==> src/rtl/fb_swap_ctrl_pkg.sv <==
// ============================================================================
//  Module      : fb_ctrl_pkg
//  Description : Shared types and frame-buffer geometry for fb_swap_ctrl.
//  Revision    : 1.0 - initial release
// ============================================================================
`default_nettype none

package fb_ctrl_pkg;

    typedef enum logic [1:0] {
        FB_CLEAR     = 2'd0,
        FB_RENDER    = 2'd1,
        FB_WAIT_SWAP = 2'd2
    } fb_state_t;

    localparam int FB_W     = 320;
    localparam int FB_H     = 180;
    localparam int FB_DEPTH = FB_W * FB_H;

    localparam logic [15:0] CLEAR_COLOR = 16'h0000;

endpackage

`default_nettype wire

==> src/rtl/fb_swap_ctrl_if.sv <==
// ============================================================================
//  Module      : fb_swap_ctrl_if
//  Description : Renderer/video-side port bundle of the double-buffer sequencer.
//                Optional statistics outputs present when FB_STATS_EN is defined.
//  Revision    : 1.0 - initial release
// ============================================================================
`default_nettype none

interface fb_swap_ctrl_if #(
    parameter int ADDR_W  = 16,
    parameter int COLOR_W = 16
);
    logic               nf_in;
    logic               pix_valid_in;
    logic [ADDR_W-1:0]  pix_addr_in;
    logic [COLOR_W-1:0] pix_color_in;
    logic               render_done_in;
    logic               render_start_out;
    logic               front_sel_out;
    logic               we0_out;
    logic               we1_out;
    logic [ADDR_W-1:0]  waddr_out;
    logic [COLOR_W-1:0] wdata_out;
    logic               busy_out;
`ifdef FB_STATS_EN
    logic [15:0]        frame_miss_out;
    logic [15:0]        drop_cnt_out;
`endif

    modport slave (
        input  nf_in, pix_valid_in, pix_addr_in, pix_color_in, render_done_in,
        output render_start_out, front_sel_out, we0_out, we1_out,
               waddr_out, wdata_out, busy_out
`ifdef FB_STATS_EN
             , frame_miss_out, drop_cnt_out
`endif
    );

    modport master (
        output nf_in, pix_valid_in, pix_addr_in, pix_color_in, render_done_in,
        input  render_start_out, front_sel_out, we0_out, we1_out,
               waddr_out, wdata_out, busy_out
`ifdef FB_STATS_EN
             , frame_miss_out, drop_cnt_out
`endif
    );

endinterface

`default_nettype wire

==> src/rtl/fb_swap_ctrl_clear_sweep.sv <==
// ============================================================================
//  Module      : fb_clear_sweep
//  Description : Address sweeper for the back-buffer clear; one word per step,
//                wraps to 0 after the last address and pulses done a cycle later.
//  Revision    : 1.0 - initial release
// ============================================================================
`default_nettype none

module fb_clear_sweep #(
    parameter int DEPTH  = 57600,
    parameter int ADDR_W = 16
) (
    input  wire logic              clk,
    input  wire logic              rst,
    input  wire logic              step,
    output logic [ADDR_W-1:0]      addr,
    output logic                   done
);

    localparam logic [ADDR_W-1:0] c_last_addr = ADDR_W'(DEPTH - 1);

    logic [ADDR_W-1:0] r_addr;
    logic              r_done;
    logic              w_last;

    assign w_last = (r_addr == c_last_addr);

    always_ff @(posedge clk) begin
        if (rst) begin
            r_addr <= '0;
            r_done <= 1'b0;
        end else begin
            r_done <= step && w_last;
            if (step) begin
                r_addr <= w_last ? '0 : r_addr + 1'b1;
            end
        end
    end

    assign addr = r_addr;
    assign done = r_done;

endmodule

`default_nettype wire

==> src/rtl/fb_swap_ctrl.sv <==
// ============================================================================
//  Module      : fb_swap_ctrl
//  Description : Double-buffer sequencer: clears the back buffer, grants it to
//                the renderer, swaps on new-frame. Optional FB_STATS_EN counters.
//  Revision    : 1.0 - initial release
// ============================================================================
`default_nettype none

module fb_swap_ctrl #(
    parameter int                 FB_DEPTH    = fb_ctrl_pkg::FB_DEPTH,
    parameter int                 ADDR_W      = 16,
    parameter int                 COLOR_W     = 16,
    parameter logic [COLOR_W-1:0] CLEAR_COLOR = COLOR_W'(fb_ctrl_pkg::CLEAR_COLOR)
) (
    input  wire logic      clk_in,
    input  wire logic      rst_in,
    fb_swap_ctrl_if.slave  bus
);
    import fb_ctrl_pkg::*;

    localparam logic [ADDR_W:0] c_depth_ext = (ADDR_W + 1)'(FB_DEPTH);

    fb_state_t          r_state;
    fb_state_t          w_next_state;
    logic               r_front;
    logic               r_we0;
    logic               r_we1;
    logic [ADDR_W-1:0]  r_waddr;
    logic [COLOR_W-1:0] r_wdata;
    logic               r_start;
    logic               r_busy;

    logic [ADDR_W-1:0]  w_clr_addr;
    logic               w_sweep_done;
    logic               w_in_range;
    logic               w_pix_wr;
    logic               w_swap;
    logic               w_clr_step;
    logic               w_wr;
    logic               w_next_front;
    logic               w_sel;
    logic               w_start;

    fb_clear_sweep #(
        .DEPTH  (FB_DEPTH),
        .ADDR_W (ADDR_W)
    ) u_sweep (
        .clk  (clk_in),
        .rst  (rst_in),
        .step (w_clr_step),
        .addr (w_clr_addr),
        .done (w_sweep_done)
    );

    assign w_in_range = ({1'b0, bus.pix_addr_in} < c_depth_ext);
    assign w_pix_wr   = (r_state == FB_RENDER) && bus.pix_valid_in && w_in_range;
    assign w_swap     = bus.nf_in && ((r_state == FB_WAIT_SWAP) ||
                                      ((r_state == FB_RENDER) && bus.render_done_in));
    // The swap cycle itself issues the first clear word, unless a renderer
    // write already owns the write port that cycle.
    assign w_clr_step = ((r_state == FB_CLEAR) && !w_sweep_done) || (w_swap && !w_pix_wr);
    assign w_wr         = w_pix_wr || w_clr_step;
    assign w_next_front = w_swap ? ~r_front : r_front;
    assign w_sel        = w_pix_wr ? ~r_front : ~w_next_front;
    assign w_start      = (r_state == FB_CLEAR) && w_sweep_done;

    always_comb begin
        w_next_state = r_state;
        case (r_state)
            FB_CLEAR: begin
                if (w_sweep_done) w_next_state = FB_RENDER;
            end
            FB_RENDER: begin
                if (bus.render_done_in) w_next_state = bus.nf_in ? FB_CLEAR : FB_WAIT_SWAP;
            end
            FB_WAIT_SWAP: begin
                if (bus.nf_in) w_next_state = FB_CLEAR;
            end
            default: w_next_state = FB_CLEAR;
        endcase
    end

    always_ff @(posedge clk_in) begin
        if (rst_in) begin
            r_state <= FB_CLEAR;
            r_front <= 1'b0;
            r_we0   <= 1'b0;
            r_we1   <= 1'b0;
            r_waddr <= '0;
            r_wdata <= '0;
            r_start <= 1'b0;
            r_busy  <= 1'b1;
        end else begin
            r_state <= w_next_state;
            r_front <= w_next_front;
            r_we0   <= w_wr && !w_sel;
            r_we1   <= w_wr && w_sel;
            if (w_wr) begin
                r_waddr <= w_pix_wr ? bus.pix_addr_in  : w_clr_addr;
                r_wdata <= w_pix_wr ? bus.pix_color_in : CLEAR_COLOR;
            end
            r_start <= w_start;
            r_busy  <= (w_next_state != FB_WAIT_SWAP);
        end
    end

    assign bus.render_start_out = r_start;
    assign bus.front_sel_out    = r_front;
    assign bus.we0_out          = r_we0;
    assign bus.we1_out          = r_we1;
    assign bus.waddr_out        = r_waddr;
    assign bus.wdata_out        = r_wdata;
    assign bus.busy_out         = r_busy;

`ifdef FB_STATS_EN
    logic [15:0] r_frame_miss;
    logic [15:0] r_drop_cnt;
    logic        w_miss;
    logic        w_drop;

    assign w_miss = bus.nf_in && ((r_state == FB_CLEAR) ||
                                  ((r_state == FB_RENDER) && !bus.render_done_in));
    assign w_drop = bus.pix_valid_in && !w_pix_wr;

    always_ff @(posedge clk_in) begin
        if (rst_in) begin
            r_frame_miss <= '0;
            r_drop_cnt   <= '0;
        end else begin
            if (w_miss && (r_frame_miss != 16'hFFFF)) r_frame_miss <= r_frame_miss + 16'd1;
            if (w_drop && (r_drop_cnt   != 16'hFFFF)) r_drop_cnt   <= r_drop_cnt + 16'd1;
        end
    end

    assign bus.frame_miss_out = r_frame_miss;
    assign bus.drop_cnt_out   = r_drop_cnt;
`endif

endmodule

`default_nettype wire
==> src/flat_wrapper.sv <==
// flat-port wrapper written by rule: the top's interface ports become plain ports
module fb_swap_ctrl_flat import fb_ctrl_pkg::*;
#(
    parameter int                 FB_DEPTH    = fb_ctrl_pkg::FB_DEPTH,
    parameter int                 ADDR_W      = 16,
    parameter int                 COLOR_W     = 16,
    parameter logic [COLOR_W-1:0] CLEAR_COLOR = COLOR_W'(fb_ctrl_pkg::CLEAR_COLOR)
)
  (clk_in, rst_in, bus_nf_in, bus_pix_valid_in, bus_pix_addr_in, bus_pix_color_in, bus_render_done_in, bus_render_start_out, bus_front_sel_out, bus_we0_out, bus_we1_out, bus_waddr_out, bus_wdata_out, bus_busy_out);
  fb_swap_ctrl_if #(.ADDR_W(ADDR_W), .COLOR_W(COLOR_W)) bus_i ();
  input  wire logic clk_in;
  input  wire logic rst_in;
  input wire logic [$bits(bus_i.nf_in)-1:0] bus_nf_in;
  input wire logic [$bits(bus_i.pix_valid_in)-1:0] bus_pix_valid_in;
  input wire logic [$bits(bus_i.pix_addr_in)-1:0] bus_pix_addr_in;
  input wire logic [$bits(bus_i.pix_color_in)-1:0] bus_pix_color_in;
  input wire logic [$bits(bus_i.render_done_in)-1:0] bus_render_done_in;
  output wire logic [$bits(bus_i.render_start_out)-1:0] bus_render_start_out;
  output wire logic [$bits(bus_i.front_sel_out)-1:0] bus_front_sel_out;
  output wire logic [$bits(bus_i.we0_out)-1:0] bus_we0_out;
  output wire logic [$bits(bus_i.we1_out)-1:0] bus_we1_out;
  output wire logic [$bits(bus_i.waddr_out)-1:0] bus_waddr_out;
  output wire logic [$bits(bus_i.wdata_out)-1:0] bus_wdata_out;
  output wire logic [$bits(bus_i.busy_out)-1:0] bus_busy_out;
  assign bus_i.nf_in = bus_nf_in;
  assign bus_i.pix_valid_in = bus_pix_valid_in;
  assign bus_i.pix_addr_in = bus_pix_addr_in;
  assign bus_i.pix_color_in = bus_pix_color_in;
  assign bus_i.render_done_in = bus_render_done_in;
  assign bus_render_start_out = bus_i.render_start_out;
  assign bus_front_sel_out = bus_i.front_sel_out;
  assign bus_we0_out = bus_i.we0_out;
  assign bus_we1_out = bus_i.we1_out;
  assign bus_waddr_out = bus_i.waddr_out;
  assign bus_wdata_out = bus_i.wdata_out;
  assign bus_busy_out = bus_i.busy_out;
  fb_swap_ctrl #(.FB_DEPTH(FB_DEPTH), .ADDR_W(ADDR_W), .COLOR_W(COLOR_W), .CLEAR_COLOR(CLEAR_COLOR)) u_core (.clk_in(clk_in), .rst_in(rst_in), .bus(bus_i));
endmodule
==> config.mk <==
export PLATFORM = sky130hd
export DESIGN_NAME = fb_swap_ctrl_flat
export DESIGN_NICKNAME = d
export VERILOG_FILES = /design/src/rtl/fb_swap_ctrl_pkg.sv /design/src/rtl/fb_swap_ctrl_if.sv /design/src/rtl/fb_swap_ctrl_clear_sweep.sv /design/src/rtl/fb_swap_ctrl.sv /design/src/flat_wrapper.sv
export SDC_FILE = /design/constraint.sdc
export NUM_CORES = 1
export LEC_CHECK = 0
export CORE_MARGIN = 2
export CORE_UTILIZATION = 53
export CTS_BUF_LIST = sky130_fd_sc_hd__clkbuf_4 sky130_fd_sc_hd__clkbuf_8
export DETAILED_ROUTE_END_ITERATION = 12
export PLACE_DENSITY = 0.95
export SLEW_MARGIN = 5
export SYNTH_ARGS = -nofsm -noshare
export SYNTH_HDL_FRONTEND = slang
export SYNTH_SLANG_ARGS = --single-unit
==> constraint.sdc <==
create_clock -name clk_in -period 4.5 [get_ports clk_in]
set_clock_uncertainty 0.1 [all_clocks]
set_input_delay 0.9 -clock clk_in [delete_from_list [all_inputs] [get_ports clk_in]]
set_output_delay 0.9 -clock clk_in [all_outputs]
set_load 0.005 [all_outputs]
=== Word-level counts from Yosys, hierarchy flattened ===
Cells that the tools add are included.

* Flip-flop bits (word level): 56
* Input port bits: 37
* Word-level logic and storage cells: 45

* Add/subtract/negate cells: 1
* Order comparisons: 1
* Eq/ne operators: 4
* Muxes and demuxes: 10
* Bitwise gates (word level): 2
* Reductions and logical operators: 17

{| class="wikitable"
|+ Operator list
! cell !! number
|-
| two-way mux 16 bit || 3
|-
| adder 16 x 1 -> 16 bit (second input constant) || 1
|-
| == test 16 bit (second input constant) || 1
|-
| less-than comparator 16 bit (second input constant) || 1
|-
| logical AND 1 bit || 10
|-
| two-way mux 2 bit || 4
|-
| case mux 2 bit (3 select lines) || 1
|-
| logical NOT 1 bit || 3
|-
| logical OR 1 bit || 3
|-
| == test 2 x 1 -> 1 bit (second input constant) || 1
|-
| == test 2 bit (second input constant) || 1
|-
| logical NOT 2 bit || 1
|-
| two-way mux 1 bit || 2
|-
| inequality test 2 bit (second input constant) || 1
|-
| NOT 1 bit || 2
|}

=== Depth between registers and ports, before layout ===
Gate-level depths: netlist of the first run.

* Depth after elaboration: 9
* Mapped depth: 8
* Gate-level depth less buffers: 6

=== Modules after synthesis ===
From an unflattened synthesis of the first run, not the netlist that was laid out.

* Cell total of the unflattened synthesis: 270
* Area total of the unflattened synthesis: 2595.0 um^2

{| class="wikitable"
|+ Modules (own cells, without submodules)
! module !! instances !! cells each !! area each (um^2) !! seq. area each (um^2)
|-
| fb_swap_ctrl || 1 || 182 || 1786.7 || 780.7
|-
| fb_clear_sweep || 1 || 88 || 808.3 || 340.3
|}

=== Worst setup path before layout of the first run ===
OpenSTA, ideal clock, no wires.

* Path type: input-to-reg
* Start point: in bus_pix_addr_in[11]
* End point: reg u_core.u_sweep.r_addr[10] (netlist: u_core.u_sweep.addr[10])
* Library setup time: 0.123 ns
* Arrival time: 2.174 ns
* Data required time: 4.277 ns
* Setup slack: 2.103 ns
* Cell stages on the path: 5
* Buffers on the path: 0
* Cell sequence: or4_1 o21bai_4 a211o_4 a21oi_1 mux2_1

* Longest elaborated chain between the ends: 5

{| class="wikitable"
|+ RTL lines
! item !! line !! text
|-
| start: declaration || flat_wrapper.sv:15 || <nowiki>input wire logic [$bits(bus_i.pix_addr_in)-1:0] bus_pix_addr_in;</nowiki>
|-
| less-than comparator 16 bit || fb_swap_ctrl.sv:55 || <nowiki>assign w_in_range = ({1'b0, bus.pix_addr_in} < c_depth_ext);</nowiki>
|-
| logical AND 1 bit || fb_swap_ctrl.sv:56 || <nowiki>assign w_pix_wr = (r_state == FB_RENDER) && bus.pix_valid_in && w_in_range;</nowiki>
|-
| logical NOT 1 bit || fb_swap_ctrl.sv:61 || <nowiki>assign w_clr_step = ((r_state == FB_CLEAR) && !w_sweep_done) || (w_swap && !w_pix_wr);</nowiki>
|-
| logical AND 1 bit || fb_swap_ctrl.sv:61 ||
|-
| logical OR 1 bit || fb_swap_ctrl.sv:61 ||
|-
| end signal: assignment || fb_swap_ctrl_clear_sweep.sv:35 || <nowiki>r_addr <= w_last ? '0 : r_addr + 1'b1;</nowiki>
|-
| end: declaration || fb_swap_ctrl_clear_sweep.sv:22 || <nowiki>logic [ADDR_W-1:0] r_addr;</nowiki>
|}

No other way between the ends.
A chain may end at the register's enable or synchronous reset.

=== Final worst setup path of the first run ===
* Start point: in bus_nf_in
* End point: reg u_core.u_sweep.r_addr[12] (netlist: u_core.u_sweep.addr[12])

* Longest elaborated chain between the ends: 3

{| class="wikitable"
|+ RTL lines
! item !! line !! text
|-
| start: declaration || flat_wrapper.sv:13 || <nowiki>input wire logic [$bits(bus_i.nf_in)-1:0] bus_nf_in;</nowiki>
|-
| logical AND 1 bit || fb_swap_ctrl.sv:57 || <nowiki>assign w_swap = bus.nf_in && ((r_state == FB_WAIT_SWAP) ||</nowiki>
|-
| logical AND 1 bit || fb_swap_ctrl.sv:61 ||
|-
| logical OR 1 bit || fb_swap_ctrl.sv:61 ||
|}

No other way between the ends.

==> qor.yml, run 1 <==
clock_tree:
  cts_tree: "built"
  clk_pin_slew_ns: 0.10
  numCtsBuffers: 5
  hold_buffers: 0
  htree_levels: 2
  cts_root_buf: "clkbuf_8"
  cts.repair.resized: 0
  clock_latency_ns: 0.31
  cts.sink_count: 56
  cts_setup_buffers: 0
  cts_buffer_depth: 2
worst_setup_path:
  cp_data_arrival_time_ns: 2.90
  crit_type: "input port to flop"
  start_kind: "input port"
  worstSetupPathDepth: 6
  path_cells: "clkdlybuf4s50_1 > nand3b_1 > and2_1 > a211o_4 > a211oi_2 > mux2_1"
  cpMaxStageDelayCell: "clkdlybuf4s50_1"
  r2r.worst_path.cells: 5
  critPathMaxStageDelay_ns: 0.52
  worstSetupEndpointType: "flop"
  path_buf_inv: 1
  cpLargestDelayFamily: "compound AO/OA/AOI/OAI gates"
  cp.required_ns: 4.60
  crit_path_max_fanout: 16
floorplan:
  io_pins: 74
  fp.dieArea_um2: 5510
  die_w_um: 74.2
  coreArea_um2: 4750
  die_h_um: 74.2
  start_util: 0.550
  fp-row-count: 25
global_routing:
  grt_max_degree: 52
  grt_pass1_wl_um: 10800
  first_global_vias: 2371
  antenna_found_initial: 0
  grt_util_all_layers: 0.250
  overflow: 0
cells_and_area:
  layout_common_cells: "clkdlybuf4s50_1 (73), dfxtp_1 (56), nor2_1 (41), nand3_1 (30), nand2_1 (24)"
  fillerInstances: 356
  antenna_cells: 0
  design_area_um2: 3420
  syn_to_final_growth_pct: 31.0
  layout_commonest_cell: "clkdlybuf4s50_1"
  drive_above_1_share: 0.0693
  finalNonFillerCells: 428
  fin_nets: 398
worst_hold_path:
  hp-class: "flop to flop"
  holdPathStages: 2
power:
  leakagePower_nw: 1.07
  max-vdd-ir-drop_v: 0.000237
  power_density_nw_per_um2: 250
timing:
  rsz0062_at_grt: "false"
  layout_min_cycle_time_ns: 2.80
  fmax_mhz: 357
  fin_tns_setup_ns: 0
  max-slew-margin-rel: 0.442
  fin_crit_sh: 0.622
  setup_viol: 0
  finalHoldViolations: 0
  tightestPinTransition_ns: 0.837
  slew_violations: 0
  hold_ws_ns: 0.396
drt:
  wl_per_cell_um: 15.8
  first_pass_iters: 5
  viasPerCell: 6.06
  antenna_left: 0
  via_count: 2593
  drt-total-wl_um: 6770
  drc: 0
  drtIter0Drc: 244
synth:
  ys_seq_area_frac: 0.429
  yosys_warnings: 0
  synth-seq-cells: 56
  synth_area_um2: 2610
  synth.distinct_cells: 51
  synth_nets: 337
  avgSynthCellArea_um2: 8.74
  netlist_instances: 299
place:
  dpl_cell_area_um2: 3330
  dpl.cell_count: 420
  globalplace.congestion: 0.862
  dpl.hpwl_um: 4650
  numPortBuffers: 73
status:
  status: "finished, final reports clean"
run:
  drv_cap: 0
## metal layers
metal	share of wire	track usage	routed length (um)
met1	0.43	0.339	2910
met2	0.49	0.390	3290
met3	0.068	0.0528	461
met4	0.017	0.107	118
met5	0	0	0
## layout make-up
class / instances / area [um^2] / share of cell area
clock inverter: 1 / 7.51 / 0.00219
timing repair buffer: 75 / 746 / 0.218
multi-input combinational: 215 / 1350 / 0.394
tap: 67 / 83.8 / 0.0245
clock buffer: 7 / 90.1 / 0.0263
inverter: 7 / 26.3 / 0.00768
sequential: 56 / 1120 / 0.327
## flip-flops by register name (all words and copies together), names as in the netlist, 2 cells and up
name / count
u_core.u_sweep.addr: 16
u_core.bus.wdata_out: 16
u_core.bus.waddr_out: 16
u_core.r_state: 2
## cells by family after synthesis
group                      after synthesis  share of synthesized area
adders and majority gates                1                    0.00479
and+or+nand+nor                        133                      0.256
AOI/OAI and AO/OA                       77                      0.240
DFF                                     56                      0.429
muxes                                    3                     0.0124
xor gates and xnor gates                 1                    0.00335
buffers and inverters                   28                     0.0551
## worst register-to-register path: stages, from the launching register on
cell and delay, ns:
dfxtp_1 0.50, nand3b_1 0.18, and2_1 0.56, buf_4 0.38, nand3_1 0.12, a311oi_1 0.30
## report_power, final
part	leakage, nW	switching, W	internal (W)
logic	0.566	0.0000234	0.0000372
clock network	0.0479	0.000160	0.000131
registers	0.452	0.00000484	0.000499
## per-stage QoR
stage / setup slack, ns / utilization / power [W]
2_1_floorplan: 2.10 / - / 0.000532
3_3_place_gp: 1.45 / 0.699 / 0.000574
3_5_place_dp: 1.39 / 0.699 / 0.000575
4_1_cts: 1.72 / 0.720 / 0.000858
5_1_grt: 1.56 / 0.720 / 0.000883
6_report: 1.70 / 0.720 / 0.000857
## final timing paths
| kind | slack, ns | end | startpoint |
|---|---|---|---|
| worst max-delay path | 1.70 | u_core.u_sweep.addr[12] | bus_nf_in |
| worst min-delay path | 0.40 | u_core.bus.waddr_out[6] | u_core.bus.waddr_out[6] |
| worst max register to register | 2.27 | u_core.bus.waddr_out[13] | u_core.r_state[0] |
| worst min register to register | 0.40 | u_core.bus.waddr_out[6] | u_core.bus.waddr_out[6] |
## cells in the mapped netlist, drive strengths merged
| master | number | share of area |
|---|---|---|
| dfxtp | 56 | 0.43 |
| nor2 | 42 | 0.061 |
| nand3 | 30 | 0.057 |
| nand2 | 26 | 0.039 |
| a21oi | 16 | 0.032 |
| a311oi | 16 | 0.054 |
| a32oi | 16 | 0.054 |
| clkbuf | 12 | 0.017 |
| o21ai | 11 | 0.021 |
| buf | 9 | 0.028 |
| or3 | 8 | 0.019 |
| inv | 7 | 0.010 |
| a211oi | 5 | 0.016 |
| nor2b | 4 | 0.0096 |
| nor3 | 4 | 0.0096 |
| a31oi | 3 | 0.013 |
| and2 | 3 | 0.0072 |
| nand4 | 3 | 0.0072 |
| or4 | 3 | 0.010 |
| a211o | 2 | 0.010 |
| mux2 | 2 | 0.0086 |
| nand4b | 2 | 0.0067 |
| nor4 | 2 | 0.011 |
| nor4b | 2 | 0.0067 |
| o31ai | 2 | 0.011 |
| a2111oi | 1 | 0.0034 |
| and4 | 1 | 0.0034 |
| ha | 1 | 0.0048 |
| mux2i | 1 | 0.0038 |
| nand2b | 1 | 0.0024 |
| nand3b | 1 | 0.0029 |
| o211ai | 1 | 0.0029 |
| o21bai | 1 | 0.0072 |
| o311ai | 1 | 0.0062 |
| o32ai | 1 | 0.0034 |
| o41ai | 1 | 0.0062 |
| or2 | 1 | 0.0024 |
| xor2 | 1 | 0.0034 |
Power figures use the tool's default switching activity.
==> inputs of run 2 (changes only) <==
--- a/config.mk
+++ b/config.mk
@@ -6,10 +6,10 @@
 export NUM_CORES = 1
 export LEC_CHECK = 0
 export CORE_MARGIN = 2
-export CORE_UTILIZATION = 53
+export CORE_UTILIZATION = 49
 export CTS_BUF_LIST = sky130_fd_sc_hd__clkbuf_4 sky130_fd_sc_hd__clkbuf_8
 export DETAILED_ROUTE_END_ITERATION = 12
-export PLACE_DENSITY = 0.95
+export PLACE_DENSITY = 0.94
 export SLEW_MARGIN = 5
 export SYNTH_ARGS = -nofsm -noshare
 export SYNTH_HDL_FRONTEND = slang
==> constraint.sdc (replaced) <==
create_clock -name clk_in -period 2.6 [get_ports clk_in]
set_clock_uncertainty 0.1 [all_clocks]
set_input_delay 0.52 -clock clk_in [delete_from_list [all_inputs] [get_ports clk_in]]
set_output_delay 0.52 -clock clk_in [all_outputs]
set_load 0.005 [all_outputs]
==> run 2 against run 1 <==
Effect of this change: register-to-register slack lost 1.9 ns; final cell count grew 2.8%; flip-flop and latch count is the same; wire length grew 9.8%; non-clock buffer count grew 9; critical path depth is the same; clock power grew 98%; count of clock-buffer cells in the layout shrank 1.
==> qor.yml, run 2 (synthesis gave the netlist of run 1 again) <==
clock_tree:
  clock_latency_ns: 0.31  # about the same
  cts_setup_buffers: 0  # unchanged
  htree_levels: 2  # unchanged
  numCtsBuffers: 5  # unchanged
  cts.repair.resized: 0  # unchanged
  cts_tree: "built"  # unchanged
  cts.sink_count: 56  # unchanged
  clk_pin_slew_ns: 0.10  # about the same
  cts_buffer_depth: 2  # unchanged
  cts_root_buf: "clkbuf_8"  # unchanged
  hold_buffers: 0  # unchanged
floorplan:
  io_pins: 74  # unchanged
  die_h_um: 77.0  # was 74.2 um
  start_util: 0.509  # was 0.550
  die_w_um: 77.0  # was 74.2 um
  coreArea_um2: 5140  # was 4750 um^2
  fp-row-count: 26  # was 25
  fp.dieArea_um2: 5930  # was 5510 um^2
cells_and_area:
  syn_to_final_growth_pct: 35.2  # was 31.0%
  final_core_utilization: 0.687  # was 0.720
  finalNonFillerCells: 440  # was 428
  drive_above_1_share: 0.0919  # was 0.0693
  fillerInstances: 410  # was 356
  multi_input_area_um2: 1350  # unchanged
  antenna_cells: 0  # unchanged
  fin_nets: 407  # was 398
  layout_commonest_cell: "clkdlybuf4s50_1"  # unchanged
  layout_common_cells: "clkdlybuf4s50_1 (73), dfxtp_1 (56), nor2_1 (41), nand3_1 (30), nand2_1 (24)"  # unchanged
  regArea_um2: 1120  # unchanged
place:
  dpl.cell_count: 432  # was 420
  numPortBuffers: 73  # unchanged
  dpl.hpwl_um: 5240  # was 4650 um
  globalplace.congestion: 0.862  # about the same
status:
  status: "finished, final reports clean"  # unchanged
global_routing:
  grt_pass1_wl_um: 12100  # was 10800 um
  antenna_found_initial: 0  # unchanged
  first_global_vias: 2481  # was 2371
  overflow: 0  # unchanged
  grt_max_degree: 27  # was 52
  grt_util_all_layers: 0.252  # was 0.250
worst_setup_path:
  r2r-start: "u_core.r_state[1]"  # was u_core.r_state[0]
  crit_path_max_fanout: 18  # was 16
  start_kind: "input port"  # unchanged
  r2r_end: "u_core.bus.wdata_out[13]"  # was u_core.bus.waddr_out[13]
  worstSetupEndpointType: "flop"  # unchanged
  cp.required_ns: 2.70  # was 4.60 ns
  cp_data_arrival_time_ns: 2.43  # was 2.90 ns
  critPathMaxStageDelay_ns: 0.59  # was 0.52 ns
  path_cells: "clkdlybuf4s50_1 > or4_1 > o21bai_4 > a21oi_2 > a32oi_1 > nor2_1"  # was clkdlybuf4s50_1 > nand3b_1 > and2_1 > a211o_4 > a211oi_2 > mux2_1
  r2r.worst_path.cells: 5  # unchanged
  reg2reg_slack_ns: 0.41  # was 2.27 ns
  crit_type: "input port to flop"  # unchanged
  cpMaxStageDelayCell: "or4_1"  # was clkdlybuf4s50_1
power:
  power_density_nw_per_um2: 442  # was 250 nW/um^2
  max-vdd-ir-drop_v: 0.000257  # was 0.000237 V
  leakagePower_nw: 1.13  # was 1.07 nW
  p_total_w: 0.00156  # was 0.000857 W
drt:
  first_pass_iters: 6  # was 5
  drt-total-wl_um: 7440  # was 6770 um
  drc: 0  # unchanged
  viasPerCell: 6.09  # was 6.06
  antenna_left: 0  # unchanged
  wl_per_cell_um: 16.9  # was 15.8 um
  drtIter0Drc: 255  # was 244
  via_count: 2678  # was 2593
timing:
  setup_viol: 0  # unchanged
  tightestPinTransition_ns: 0.854  # was 0.837 ns
  hold_ws_ns: 0.398  # was 0.396 ns
  max-slew-margin-rel: 0.431  # was 0.442
  layout_min_cycle_time_ns: 2.33
  fmax_mhz: 430
  rsz0062_at_grt: "false"  # unchanged
  fin_crit_sh: 0.895
  fin_tns_setup_ns: 0  # unchanged
  finalHoldViolations: 0  # unchanged
  slew_violations: 0  # unchanged
worst_hold_path:
  holdPathStages: 2  # unchanged
  hold_end: "u_core.bus.waddr_out[9]"  # was u_core.bus.waddr_out[6]
  hold_path_startpoint: "u_core.bus.waddr_out[9]"  # was u_core.bus.waddr_out[6]
  hp-class: "flop to flop"  # unchanged
run:
  drv_cap: 0  # unchanged
run 2: changes by cell type in the layout (fill, tap and decap cells not counted), sizes merged:
cell and delta:
buf +9, clkbuf -1, clkinv +1, bufinv +1, clkinvlp -1
run 2: routing by layer:
layer  routed length (um)  up-vias  global-route usage
met4                  187        0              0.0911
li1                     -     1262                   -
met2                 3630      112               0.411
met5                    0        -                   0
met1                 3210     1282               0.326
met3                  415       22              0.0612
run 2: area by class of cell:
cell class	count	area share
Timing Repair Buffer	84	0.237
Clock inverter	2	0.00992
Clock buffer	6	0.0216
Inverter	7	0.00744
Sequential cell	56	0.317
Tap cell	70	0.0248
Multi-Input combinational cell	215	0.382
run 2: per-stage QoR:
| step | area (um^2) | worst slack (ns) |
|---|---|---|
| after global routing | 3530 | 0.195 |
| after CTS | 3530 | 0.298 |
| final | 3530 | 0.272 |
| after global placement | 3420 | 0.0926 |
| after detailed placement | 3420 | 0.0314 |
| after floorplan | 2610 | 0.583 |
run 2: how the worst max path moves through the flow:
stage | from | end | cells after the start
final | bus_pix_addr_in[11] | u_core.bus.wdata_out[13] | 6
after global routing | bus_pix_addr_in[11] | u_core.bus.wdata_out[13] | 6
after global placement | bus_pix_addr_in[11] | u_core.u_sweep.addr[10] | 6
after floorplan | bus_pix_addr_in[11] | u_core.u_sweep.addr[10] | 5
after CTS | bus_pix_addr_in[11] | u_core.bus.wdata_out[13] | 6
after detailed placement | bus_pix_addr_in[11] | u_core.bus.wdata_out[7] | 6
run 2: critical path: cells and delay by family:
family                 cells  cell delay [ns]
AOI/OAI and AO/OA          3             0.78
buffers and inverters      1             0.44
and+or+nand+nor            2             0.69
run 2: power breakdown:
| group | switching (W) | total [W] | leakage (nW) | internal, W |
|---|---|---|---|---|
| Combinational | 0.0000425 | 0.000111 | 0.618 | 0.0000683 |
| Clock | 0.000282 | 0.000578 | 0.0586 | 0.000297 |
| Sequential | 0.00000713 | 0.000871 | 0.452 | 0.000864 |
| Total | 0.000331 | 0.00156 | 1.13 | 0.00123 |
==> inputs of run 3 (changes only) <==
--- a/config.mk
+++ b/config.mk
@@ -5,10 +5,11 @@
 export SDC_FILE = /design/constraint.sdc
 export NUM_CORES = 1
 export LEC_CHECK = 0
-export CORE_MARGIN = 2
+export CORE_MARGIN = 3
 export CORE_UTILIZATION = 49
 export CTS_BUF_LIST = sky130_fd_sc_hd__clkbuf_4 sky130_fd_sc_hd__clkbuf_8
 export DETAILED_ROUTE_END_ITERATION = 12
+export GPL_TIMING_DRIVEN = 1
 export PLACE_DENSITY = 0.94
 export SLEW_MARGIN = 5
 export SYNTH_ARGS = -nofsm -noshare
==> run 3 against run 2 <==
Effect of this change: hold slack improved by 0.0019 ns; non-clock buffer count down 4; sequential power about the same; combinational power hardly changed; maximum frequency rose by 3.2%; sequential share of layout area increased by 0.47 points.
==> qor.yml, run 3 (synthesis gave the netlist of run 1 again) <==
timing:
  max-slew-margin-rel: 0.449  # was 0.431
  fin_tns_setup_ns: 0  # unchanged
  setup_viol: 0  # unchanged
  rsz0062_at_grt: "false"  # unchanged
  finalHoldViolations: 0  # unchanged
  fin_crit_sh: 0.868  # was 0.895
  fmax_mhz: 443  # was 430 MHz
  slew_violations: 0  # unchanged
  tightestPinTransition_ns: 0.827  # was 0.854 ns
  layout_min_cycle_time_ns: 2.26  # was 2.33 ns
floorplan:
  fp-row-count: 25  # was 26
  fp.dieArea_um2: 6250  # was 5930 um^2
  die_h_um: 79.0  # was 77.0 um
  coreArea_um2: 4940  # was 5140 um^2
  start_util: 0.529  # was 0.509
  io_pins: 74  # unchanged
  die_w_um: 79.0  # was 77.0 um
global_routing:
  overflow: 0  # unchanged
  first_global_vias: 2453  # was 2481
  antenna_found_initial: 0  # unchanged
  grt_util_all_layers: 0.235  # was 0.252
  grt_pass1_wl_um: 11800  # was 12100 um
  grt_max_degree: 52  # was 27
place:
  dpl.hpwl_um: 5150  # was 5240 um
  numPortBuffers: 73  # unchanged
  globalplace.congestion: 0.860  # was 0.862
  dpl.cell_count: 425  # was 432
cells_and_area:
  syn_to_final_growth_pct: 33.2  # was 35.2%
  layout_common_cells: "clkdlybuf4s50_1 (73), dfxtp_1 (56), nor2_1 (41), nand3_1 (30), nand2_1 (24)"  # unchanged
  layout_commonest_cell: "clkdlybuf4s50_1"  # unchanged
  fillerInstances: 390  # was 410
  antenna_cells: 0  # unchanged
  fin_nets: 403  # was 407
  drive_above_1_share: 0.0795  # was 0.0919
  finalNonFillerCells: 432  # was 440
clock_tree:
  clock_latency_ns: 0.31  # about the same
  clk_pin_slew_ns: 0.09  # was 0.10 ns
  cts.sink_count: 56  # unchanged
  cts_buffer_depth: 2  # unchanged
  cts_setup_buffers: 0  # unchanged
  cts_root_buf: "clkbuf_8"  # unchanged
  cts.repair.resized: 0  # unchanged
  htree_levels: 2  # unchanged
  numCtsBuffers: 5  # unchanged
  hold_buffers: 0  # unchanged
  cts_tree: "built"  # unchanged
worst_hold_path:
  hold_path_startpoint: "u_core.bus.waddr_out[8]"  # was u_core.bus.waddr_out[9]
  hp-class: "flop to flop"  # unchanged
  holdPathStages: 2  # unchanged
  hold_end: "u_core.bus.waddr_out[8]"  # was u_core.bus.waddr_out[9]
worst_setup_path:
  cp_data_arrival_time_ns: 2.37  # was 2.43 ns
  r2r-start: "u_core.r_state[0]"  # was u_core.r_state[1]
  r2r_end: "u_core.bus.waddr_out[13]"  # was u_core.bus.wdata_out[13]
  r2r.worst_path.cells: 4  # was 5
  worstSetupEndpointType: "flop"  # unchanged
  cp.required_ns: 2.71  # was 2.70 ns
  start_kind: "input port"  # unchanged
  crit_path_max_fanout: 26  # was 18
  reg2reg_slack_ns: 0.53  # was 0.41 ns
  crit_type: "input port to flop"  # unchanged
drt:
  drtIter0Drc: 294  # was 255
  antenna_left: 0  # unchanged
  drc: 0  # unchanged
  wl_per_cell_um: 16.6  # was 16.9 um
  viasPerCell: 5.98  # was 6.09
  first_pass_iters: 4  # was 6
  via_count: 2582  # was 2678
  drt-total-wl_um: 7190  # was 7440 um
power:
  leakagePower_nw: 1.10  # was 1.13 nW
  power_density_nw_per_um2: 414  # was 442 nW/um^2
  max-vdd-ir-drop_v: 0.000207  # was 0.000257 V
status:
  status: "finished, final reports clean"  # unchanged
run:
  drv_cap: 0  # unchanged
## run 3: cell types whose count changed in the layout (fill, tap and decap cells not counted), sizes merged
cell and delta:
buf -4, bufinv -1
## run 3: critical path: stages
cell             delay [ns]
clkdlybuf4s50_1        0.44
or4_1                  0.59
o21bai_4               0.20
nand2_2                0.17
buf_12                 0.20
a311oi_1               0.24
## run 3: metrics by stage
step	hold WS, ns	util	setup slack [ns]	power [W]	instance area (um^2)
floorplan	0.365	-	0.583	0.000920	2610
CTS	0.404	0.705	0.349	0.00145	3480
global route	0.424	0.705	0.172	0.00149	3480
finish	0.400	0.705	0.344	0.00144	3480
global placement	0.377	0.688	0.0873	0.000998	3400
detailed placement	0.386	0.688	0.0377	0.00100	3400
## run 3: cell type report
cell class                 count  area, um^2  share of cell area
clock buffer                   6        76.3              0.0219
clock inverter                 1        5.00             0.00144
inverter                       7        26.3             0.00755
multi-input combinational    215        1350               0.387
sequential                    56        1120               0.322
tap                           67        83.8              0.0241
timing repair buffer          80         821               0.236
## run 3: report_power, final
part	leakage, nW	total, W	internal [W]	switching [W]
logic	0.604	0.000109	0.0000675	0.0000413
registers	0.452	0.000872	0.000864	0.00000814
clock network	0.0445	0.000459	0.000194	0.000265
## run 3: worst max path at each step
stage | to | slack [ns] | startpoint | cells past startpoint
2_1_floorplan | u_core.u_sweep.addr[10] | 0.58 | bus_pix_addr_in[11] | 5
3_3_place_gp | u_core.bus.wdata_out[1] | 0.09 | bus_pix_addr_in[11] | 6
3_5_place_dp | u_core.bus.waddr_out[0] | 0.04 | bus_pix_addr_in[11] | 6
4_1_cts | u_core.bus.waddr_out[0] | 0.35 | bus_pix_addr_in[11] | 6
5_1_grt | u_core.u_sweep.addr[9] | 0.17 | bus_pix_addr_in[9] | 7
6_report | u_core.bus.waddr_out[0] | 0.34 | bus_pix_addr_in[11] | 6
## run 3: metal layers
layer	part of all wire	vias up	track usage
met2	0.50	89	0.375
li1	-	1247	-
met1	0.42	1233	0.321
met4	0.016	0	0.0739
met3	0.062	13	0.0465
met5	0	-	0
